**config.mk**
```make
export PLATFORM = sky130hd
export DESIGN_NAME = alu_flag_commit_stage
export DESIGN_NICKNAME = d
export VERILOG_FILES = /design/src/rtl/alu_flag_commit_stage.sv
export SDC_FILE = /design/constraint.sdc
export NUM_CORES = 1
export LEC_CHECK = 0
export ABC_AREA = 1
export CORE_MARGIN = 2
export CORE_UTILIZATION = 30
export DETAILED_ROUTE_END_ITERATION = 10
export REMOVE_ABC_BUFFERS = 1
export SLEW_MARGIN = 0
export SYNTH_ARGS = -nofsm -noshare
export SYNTH_HDL_FRONTEND = slang
export SYNTH_SLANG_ARGS = --single-unit
```
**constraint.sdc**
```tcl
create_clock -name clk -period 2.7 [get_ports clk]
set_input_delay 0.405 -clock clk [delete_from_list [all_inputs] [get_ports clk]]
set_output_delay 0.405 -clock clk [all_outputs]
set_load 0.005 [all_outputs]
```
**src/rtl/alu_flag_commit_stage.sv**
```systemverilog
// ALU flag commit stage: evaluates ARM condition codes against the APSR, commits NZCV,
// and forwards results through a 2-entry skid buffer. Optional MSR write port: APSR_MSR_WRITE_EN.
module alu_flag_commit_stage #(
  parameter int              DATA_WIDTH     = 32,
  parameter int              REG_ADDR_WIDTH = 4,
  parameter logic [3:0]      APSR_RESET     = 4'b0000
) (
  input  logic                      clk,
  input  logic                      rst,
  input  logic                      in_valid,
  output logic                      in_ready,
  input  logic [DATA_WIDTH-1:0]     in_result,
  input  logic [3:0]                in_flags,
  input  logic [REG_ADDR_WIDTH-1:0] in_rd,
  input  logic [3:0]                in_cond,
  input  logic                      in_set_flags,
  input  logic                      in_logical,
  input  logic                      flush,
  output logic                      out_valid,
  input  logic                      out_ready,
  output logic [DATA_WIDTH-1:0]     out_result,
  output logic [REG_ADDR_WIDTH-1:0] out_rd,
  output logic                      out_wr_en,
  output logic [3:0]                apsr_nzcv
`ifdef APSR_MSR_WRITE_EN
  ,
  input  logic                      apsr_wr_en,
  input  logic [3:0]                apsr_wr_data
`endif
);

  typedef enum logic [1:0] {EMPTY, ONE, TWO} buf_state_t;

  buf_state_t                state_reg, state_next;
  logic                      in_ready_reg;
  logic [3:0]                apsr_reg, apsr_upd, apsr_next;
  logic [DATA_WIDTH-1:0]     out_result_reg, skid_result_reg;
  logic [REG_ADDR_WIDTH-1:0] out_rd_reg, skid_rd_reg;
  logic                      out_wr_en_reg, skid_wr_en_reg;
  logic                      accept, cond_pass, flag_commit;
  logic                      load_out_in, load_out_skid, load_skid;
  logic [3:0]                flag_we;
  logic                      flag_n, flag_z, flag_c, flag_v;

  assign accept = in_valid & in_ready_reg & ~flush;
  assign {flag_n, flag_z, flag_c, flag_v} = apsr_reg;

  always_comb begin
    cond_pass = 1'b1;
    case (in_cond)
      4'b0000: cond_pass = flag_z;
      4'b0001: cond_pass = ~flag_z;
      4'b0010: cond_pass = flag_c;
      4'b0011: cond_pass = ~flag_c;
      4'b0100: cond_pass = flag_n;
      4'b0101: cond_pass = ~flag_n;
      4'b0110: cond_pass = flag_v;
      4'b0111: cond_pass = ~flag_v;
      4'b1000: cond_pass = flag_c & ~flag_z;
      4'b1001: cond_pass = ~flag_c | flag_z;
      4'b1010: cond_pass = (flag_n == flag_v);
      4'b1011: cond_pass = (flag_n != flag_v);
      4'b1100: cond_pass = ~flag_z & (flag_n == flag_v);
      4'b1101: cond_pass = flag_z | (flag_n != flag_v);
      default: cond_pass = 1'b1;
    endcase
  end

  // Logical ops update only N and Z; C and V keep their previous value.
  assign flag_commit = accept & cond_pass & in_set_flags;
  assign flag_we     = {{2{flag_commit}}, {2{flag_commit & ~in_logical}}};

  generate
    for (genvar gi = 0; gi < 4; gi++) begin : g_apsr_bit
      assign apsr_upd[gi] = flag_we[gi] ? in_flags[gi] : apsr_reg[gi];
    end
  endgenerate

`ifdef APSR_MSR_WRITE_EN
  assign apsr_next = apsr_wr_en ? apsr_wr_data : apsr_upd;
`else
  assign apsr_next = apsr_upd;
`endif

  always_comb begin
    state_next    = state_reg;
    load_out_in   = 1'b0;
    load_out_skid = 1'b0;
    load_skid     = 1'b0;
    if (flush) begin
      state_next = EMPTY;
    end else begin
      case (state_reg)
        EMPTY: if (accept) begin
          state_next  = ONE;
          load_out_in = 1'b1;
        end
        ONE: begin
          if (accept && out_ready) begin
            load_out_in = 1'b1;
          end else if (accept) begin
            state_next = TWO;
            load_skid  = 1'b1;
          end else if (out_ready) begin
            state_next = EMPTY;
          end
        end
        TWO: if (out_ready) begin
          state_next    = ONE;
          load_out_skid = 1'b1;
        end
        default: state_next = EMPTY;
      endcase
    end
  end

  always_ff @(posedge clk or posedge rst) begin
    if (rst) begin
      state_reg       <= EMPTY;
      in_ready_reg    <= 1'b1;
      apsr_reg        <= APSR_RESET;
      out_result_reg  <= '0;
      out_rd_reg      <= '0;
      out_wr_en_reg   <= 1'b0;
      skid_result_reg <= '0;
      skid_rd_reg     <= '0;
      skid_wr_en_reg  <= 1'b0;
    end else begin
      state_reg    <= state_next;
      in_ready_reg <= (state_next != TWO);
      apsr_reg     <= apsr_next;
      if (load_out_in) begin
        out_result_reg <= in_result;
        out_rd_reg     <= in_rd;
        out_wr_en_reg  <= cond_pass;
      end else if (load_out_skid) begin
        out_result_reg <= skid_result_reg;
        out_rd_reg     <= skid_rd_reg;
        out_wr_en_reg  <= skid_wr_en_reg;
      end
      if (load_skid) begin
        skid_result_reg <= in_result;
        skid_rd_reg     <= in_rd;
        skid_wr_en_reg  <= cond_pass;
      end
    end
  end

  assign in_ready   = in_ready_reg;
  assign out_valid  = (state_reg != EMPTY);
  assign out_result = out_result_reg;
  assign out_rd     = out_rd_reg;
  assign out_wr_en  = out_wr_en_reg;
  assign apsr_nzcv  = apsr_reg;

endmodule

```
==> out/metrics.cfg, run 1 <==
[global_route]
grt_remaining_overflow = 0
antenna_found_initial = 0
first_global_vias = 3175
grt_max_degree = 39
track_usage_pct = 14.4
grt_pass1_wl_um = 15200

[finish]
instances_no_fill = 663
area_delta_synth_final_pct = 35.4
finish.net_count = 562
layout-drive-gt1-share_pct = 7.56
diodes = 0

[timing]
finalHoldViolCount = 0
rsz0062_at_grt = false
worst_pin_slew_ns = 0.494
maxSlewHeadroom_pct = 67.0
setup_viol = 0
final.setup.tns_ns = 0
period_share_pct = 71.0
skew_ns = 0.00640
period_minus_slack_ns = 1.92
clock.fmax_ghz = 0.522
final_max_slew_viol_count = 0

[worst_setup_path]
cp_max_fo = 36
path_cells = clkdlybuf4s50_1 > inv_2 > nand3_2 > nor2_4 > inv_4 > nand2_8 > inv_4 > nand2_1 > o21ai_0
reg2reg_setup_slack_ns = 0.94
regToRegEndpoint = out_result[17]$_DFFE_PP0P_
crit_top_cell = inv_4
rr_worst_depth = 7
critPathTopFamily = buffers and inverters
worst_ep_arrival_time_ns = 2.16
r2r_start = in_ready$_DFF_PP1_
start_kind = input pin
cp_slowest_stage_delay_ns = 0.52
crit_path_end_kind = register
cp.buffers_inverters = 4
slowest_stage = clkdlybuf4s50_1
worstSetupPathType = input pin to register
required_ns = 2.94

[logic_synthesis]
yosys.area_share.adder_pct = 0
yosys.area_share.simple_pct = 18.5
synth_mux_area_share_pct = 3.95
syn_area_um2 = 3700
ys_ff_latch = 81
synth.most_common_cell = nand2_1
avgSynthCellArea_um2 = 8.79
synth_xor_area_share_pct = 0
synth_top_family_by_area = simple AND/OR/NAND/NOR gates
synth_flop_cell = dfrtp_1
async_flop_share_pct = 100
synth_cells = 421
synth_edf_count = 0
synth_cell_types = 23
synth_area_leader_cell = dfrtp_1
yosysSeqAreaShare_pct = 54.8
synth.area.top_cells = dfrtp_1, nand2_1, o21ai_1
synth_compound_area_share_pct = 14.3
yosysTopAreaCellShare_pct = 54.1
synth_common_cells = nand2_1, dfrtp_1, o21ai_1, nor2_1, inv_1
ys_warn_count = 0

[routing]
routed_wirelength_um = 9020
top_layer = met4
drt-met1-wl_um = 4210
via_count = 3128
drt_iter0_drc = 241
wl_per_cell_um = 13.6
antenna_left = 0
drc = 0
viasPerCell = 4.72
dr_wl_met3_um = 525
wl_met2_um = 4200
dr.pass1.iters = 4

[worst_hold_path]
min_path_type = input pin to async pin

[pwr]
p_per_area_nw_per_um2 = 704
vdd_drop_max_mv = 0.348
p_leak_nw = 2.34

[floorplan]
die_area_um2 = 13200
io_pins = 94
core_area_um2 = 12000
die_y_um = 115
initial_core_util_pct = 30.8
die_w_um = 115
rows = 40

[clock_network]
root_buffer = clkbuf_16
cts_made_buffers = 9
cts_max_path_buffers = 2
cts_resized = 0
clk_latency_ns = 0.33
htree_levels = 3
cts_tree = built
post-cts-setup-buffer-count = 0
clock-sinks = 81
clkTransAtPathRegs_ns = 0.06
cts_hold_buf = 0

[placement]
port_buffers = 93
dp_hpwl_um = 6150
gp_congestion = 0.792
dpl.cell_count = 647

[run_status]
status = finished, final reports clean

[job]
cap_viol_max_count = 0

layer usage:
| metal | vias up | track usage [%] |
|---|---|---|
| li1 | 1536 | - |
| met5 | - | 0 |
| met2 | 90 | 23.7 |
| met3 | 8 | 4.11 |
| met1 | 1494 | 18.9 |
| met4 | 0 | 3.78 |
cell type report:
class | count | area (um^2)
Inverter | 46 | 179
Sequential cell | 81 | 2030
Multi-Input combinational cell | 275 | 1360
Timing Repair Buffer | 98 | 993
Clock inverter | 4 | 20.0
Clock buffer | 12 | 246
Fill cell | 1221 | 7000
Tap cell | 147 | 184
layout by cell type (no fill, tap or decap), types with 3 or more instances in the layout:
cell type        count
nand2_1             93
o21ai_0             34
nand3_1              9
clkdlybuf4s50_1     93
clkinv_2             5
a21oi_1              7
mux2_1              11
nor2_1              47
dfrtp_1             80
buf_4                3
clkbuf_16            9
nand2_2              3
o21ai_1             59
inv_2                3
inv_1               40
through the flow:
stage	instance area (um^2)	total power, mW	worst slack (ns)	util [%]	hold WS (ns)
after floorplan	3570	1.97	0.217	-	0.448
after global placement	4750	2.43	0.513	39.5	0.461
after detailed placement	4750	2.46	0.439	39.5	0.474
after CTS	5010	3.59	0.773	41.7	0.407
after global routing	5010	3.76	0.627	41.7	0.433
final	5010	3.53	0.784	41.7	0.411
worst register-to-register path, stage by stage, from the launching register on:
cell,delay (ns)
dfstp_2,0.58
nand3_2,0.13
nor2_4,0.16
inv_4,0.11
nand2_8,0.22
inv_4,0.21
nand2_1,0.13
o221ai_2,0.09
cell families (layout without fill, tap and decap cells):
| family | count (synthesis) | after routing |
|---|---|---|
| and+or+nand+nor | 160 | 160 |
| DFF | 81 | 81 |
| AOI/OAI and AO/OA | 102 | 102 |
| buffers and inverters | 65 | 160 |
| muxes | 13 | 13 |
worst max-delay path by stage:
stage          start                          to  cells past startpoint
2_1_floorplan    rst    apsr_nzcv[0]$_DFFE_PP0P_                      1
3_3_place_gp   flush   out_result[0]$_DFFE_PP0P_                      9
3_5_place_dp   flush  out_result[13]$_DFFE_PP0P_                      9
4_1_cts        flush  out_result[13]$_DFFE_PP0P_                      9
5_1_grt        flush  out_result[16]$_DFFE_PP0P_                      9
6_report       flush  out_result[13]$_DFFE_PP0P_                      9
where the power goes:
part / total (mW) / switching [mW] / internal (mW)
sequential: 1.63 / 0.157 / 1.47
clock: 1.10 / 0.456 / 0.642
combinational: 0.804 / 0.351 / 0.453
Power figures use the tool's default switching activity.
==> run 2: changes to the inputs <==
==> constraint.sdc (replaced) <==
create_clock -name clk -period 1.6 [get_ports clk]
set_input_delay 0.24 -clock clk [delete_from_list [all_inputs] [get_ports clk]]
set_output_delay 0.24 -clock clk [all_outputs]
set_load 0.005 [all_outputs]
==> out/metrics.cfg, run 2 (synthesis gave the netlist of run 1 again) <==
[worst_setup_path]
worstSetupPathType = register to output pin  ; was input pin to register
worst_ep_arrival_time_ns = 1.31  ; was 2.16 ns
cp_max_fo = 2  ; was 36
required_ns = 1.36  ; was 2.94 ns
crit_path_end_kind = output pin  ; was register
critical_path.startpoint = state_reg[1]$_DFF_PP0_  ; was flush
start_kind = register  ; was input pin
path_cells = inv_1 > nand2_1 > clkdlybuf4s50_1  ; was clkdlybuf4s50_1 > inv_2 > nand3_2 > nor2_4 > inv_4 > nand2_8 > inv_4 > nand2_1 > o21ai_0
r2r_start = in_ready$_DFF_PP1_  ; unchanged
cp_slowest_stage_delay_ns = 0.49  ; was 0.52 ns
critPathTopFamily = buffers and inverters  ; unchanged
cp.buffers_inverters = 2  ; was 4
slowest_stage = clkdlybuf4s50_1  ; unchanged

[timing]
rsz0062_at_grt = false  ; unchanged
final_max_slew_viol_count = 0  ; unchanged
setup_viol = 0  ; unchanged
period_share_pct = 96.8
period_minus_slack_ns = 1.55
clock.fmax_ghz = 0.645
skew_ns = 0.00462  ; was 0.00640 ns
finalHoldViolCount = 0  ; unchanged
setup_ws_ns = 0.0505  ; was 0.784 ns
worst_pin_slew_ns = 0.285  ; was 0.494 ns
maxSlewHeadroom_pct = 81.0  ; was 67.0%

[clock_network]
clk_latency_ns = 0.33  ; about the same
root_buffer = clkbuf_16  ; unchanged
cts_made_buffers = 9  ; unchanged
cts_max_path_buffers = 2  ; unchanged
htree_levels = 3  ; unchanged
cts_tree = built  ; unchanged
clock-sinks = 81  ; unchanged
clkTransAtPathRegs_ns = 0.05  ; was 0.06 ns

[pwr]
vdd_drop_max_mv = 0.491  ; was 0.348 mV
p_per_area_nw_per_um2 = 1140  ; was 704 nW/um^2
p_leak_nw = 2.45  ; was 2.34 nW
pwr-share-seq_pct = 46.2  ; was 46.1%
p_switching_mw = 1.59  ; was 0.964 mW
p_int_mw = 4.35  ; was 2.57 mW
clkPwrFrac_pct = 30.3  ; was 31.1%
combPwrFrac_pct = 23.5  ; was 22.8%
p_sw_share_pct = 26.8  ; was 27.3%

[global_route]
grt_pass1_wl_um = 15100  ; was 15200 um
first_global_vias = 3087  ; was 3175
track_usage_pct = 14.6  ; was 14.4%
antenna_found_initial = 0  ; unchanged
grt_remaining_overflow = 0  ; unchanged
grt_max_degree = 43  ; was 39

[routing]
via_count = 3154  ; was 3128
viasPerCell = 4.67  ; was 4.72
antenna_left = 0  ; unchanged
drt_iter0_drc = 234  ; was 241
dr.pass1.iters = 4  ; unchanged
wl_per_cell_um = 13.4  ; was 13.6 um
drc = 0  ; unchanged
routed_wirelength_um = 9080  ; was 9020 um

[floorplan]
die_y_um = 115  ; unchanged
io_pins = 94  ; unchanged
rows = 40  ; unchanged
core_area_um2 = 12000  ; unchanged
die_w_um = 115  ; unchanged
initial_core_util_pct = 30.8  ; unchanged
die_area_um2 = 13200  ; unchanged

[run_status]
status = finished, final reports clean  ; unchanged

[job]
cap_viol_max_count = 0  ; unchanged

[finish]
layout_common_cells = nand2_1, clkdlybuf4s50_1, dfrtp_1  ; unchanged
final_common_cell = nand2_1
area_delta_synth_final_pct = 40.6  ; was 35.4%
utilization_pct = 43.3  ; was 41.7%
finish.net_count = 578  ; was 562
layout-drive-gt1-share_pct = 9.83  ; was 7.56%
instances_no_fill = 676  ; was 663
diodes = 0  ; unchanged

[placement]
dpl.cell_count = 661  ; was 647
port_buffers = 93  ; unchanged
pre_cts_ws_ns = -0.217  ; was 0.439 ns
gp_congestion = 0.772  ; was 0.792
dp_hpwl_um = 6230  ; was 6150 um

[worst_hold_path]
min_path_type = input pin to async pin  ; unchanged

==> run 2: worst reg2reg max path, stage by stage (launching register included) <==
cell	delay [ns]
dfstp_2	0.56
nand3_2	0.11
nor2_4	0.17
inv_4	0.09
nand2_8	0.09
buf_12	0.15
o21ai_0	0.09
o21ai_1	0.13
==> run 2: final cells by class <==
type | count | area (um^2)
fill | 1210 | 6810
clock buffer | 12 | 246
tap | 147 | 184
timing repair buffer | 114 | 1200
multi-input combinational | 275 | 1360
inverter | 46 | 181
sequential | 81 | 2030
clock inverter | 1 | 5.00
==> run 2: power by group through the flow <==
stage          Sequential [mW]  Clock, mW  Combinational (mW)
6_report                  2.75       1.80                1.40
5_1_grt                   2.80       1.96                1.58
4_1_cts                   2.75       1.87                1.42
3_5_place_dp              2.78          0                1.41
3_3_place_gp              2.77          0                1.38
2_1_floorplan             2.74          0               0.587
==> run 2: timing repair <==
action | in CTS | in global routing
resized for setup | 1 | 8
setup endpoints to repair | 2 | 12
hold buffers | 0 | 0
pin swaps | 0 | 1
setup buffers | 2 | 0
==> run 2: per-layer routing <==
metal / track usage [%] / part of all wire (%)
met5: 0 / 0
met4: 6.10 / 1.4
met3: 2.74 / 6.1
met2: 22.8 / 46
met1: 19.9 / 46
==> run 2: worst paths after layout <==
path	cells past startpoint	slack, ns	to
max	3	0.05	out_valid
min	2	0.16	out_result[2]$_DFFE_PP0P_
max reg2reg	7	0.13	out_result[11]$_DFFE_PP0P_
min reg2reg	2	0.48	skid_result_reg[7]$_DFFE_PP0P_
max in group asynchronous	3	0.92	in_ready$_DFF_PP1_
min in group clk	2	0.48	skid_result_reg[7]$_DFFE_PP0P_
==> run 2: through the flow <==
stage	TNS, ns	total power, mW	hold slack (ns)	cell area [um^2]
floorplan	-74.08	3.33	0.315	3570
global placement	-7.14	4.15	0.462	4930
detailed placement	-9.28	4.19	0.473	4930
CTS	0	6.03	0.162	5190
global route	0	6.34	0.173	5200
finish	0	5.95	0.162	5200
==> run 3: changes to the inputs <==
--- a/config.mk
+++ b/config.mk
@@ -8,6 +8,7 @@
 export ABC_AREA = 1
 export CORE_MARGIN = 2
 export CORE_UTILIZATION = 30
+export CTS_CLUSTER_SIZE = 8
 export DETAILED_ROUTE_END_ITERATION = 10
 export REMOVE_ABC_BUFFERS = 1
 export SLEW_MARGIN = 0
==> results of run 3 <==
Final layout, timing and power as in run 2 (identical DEF).
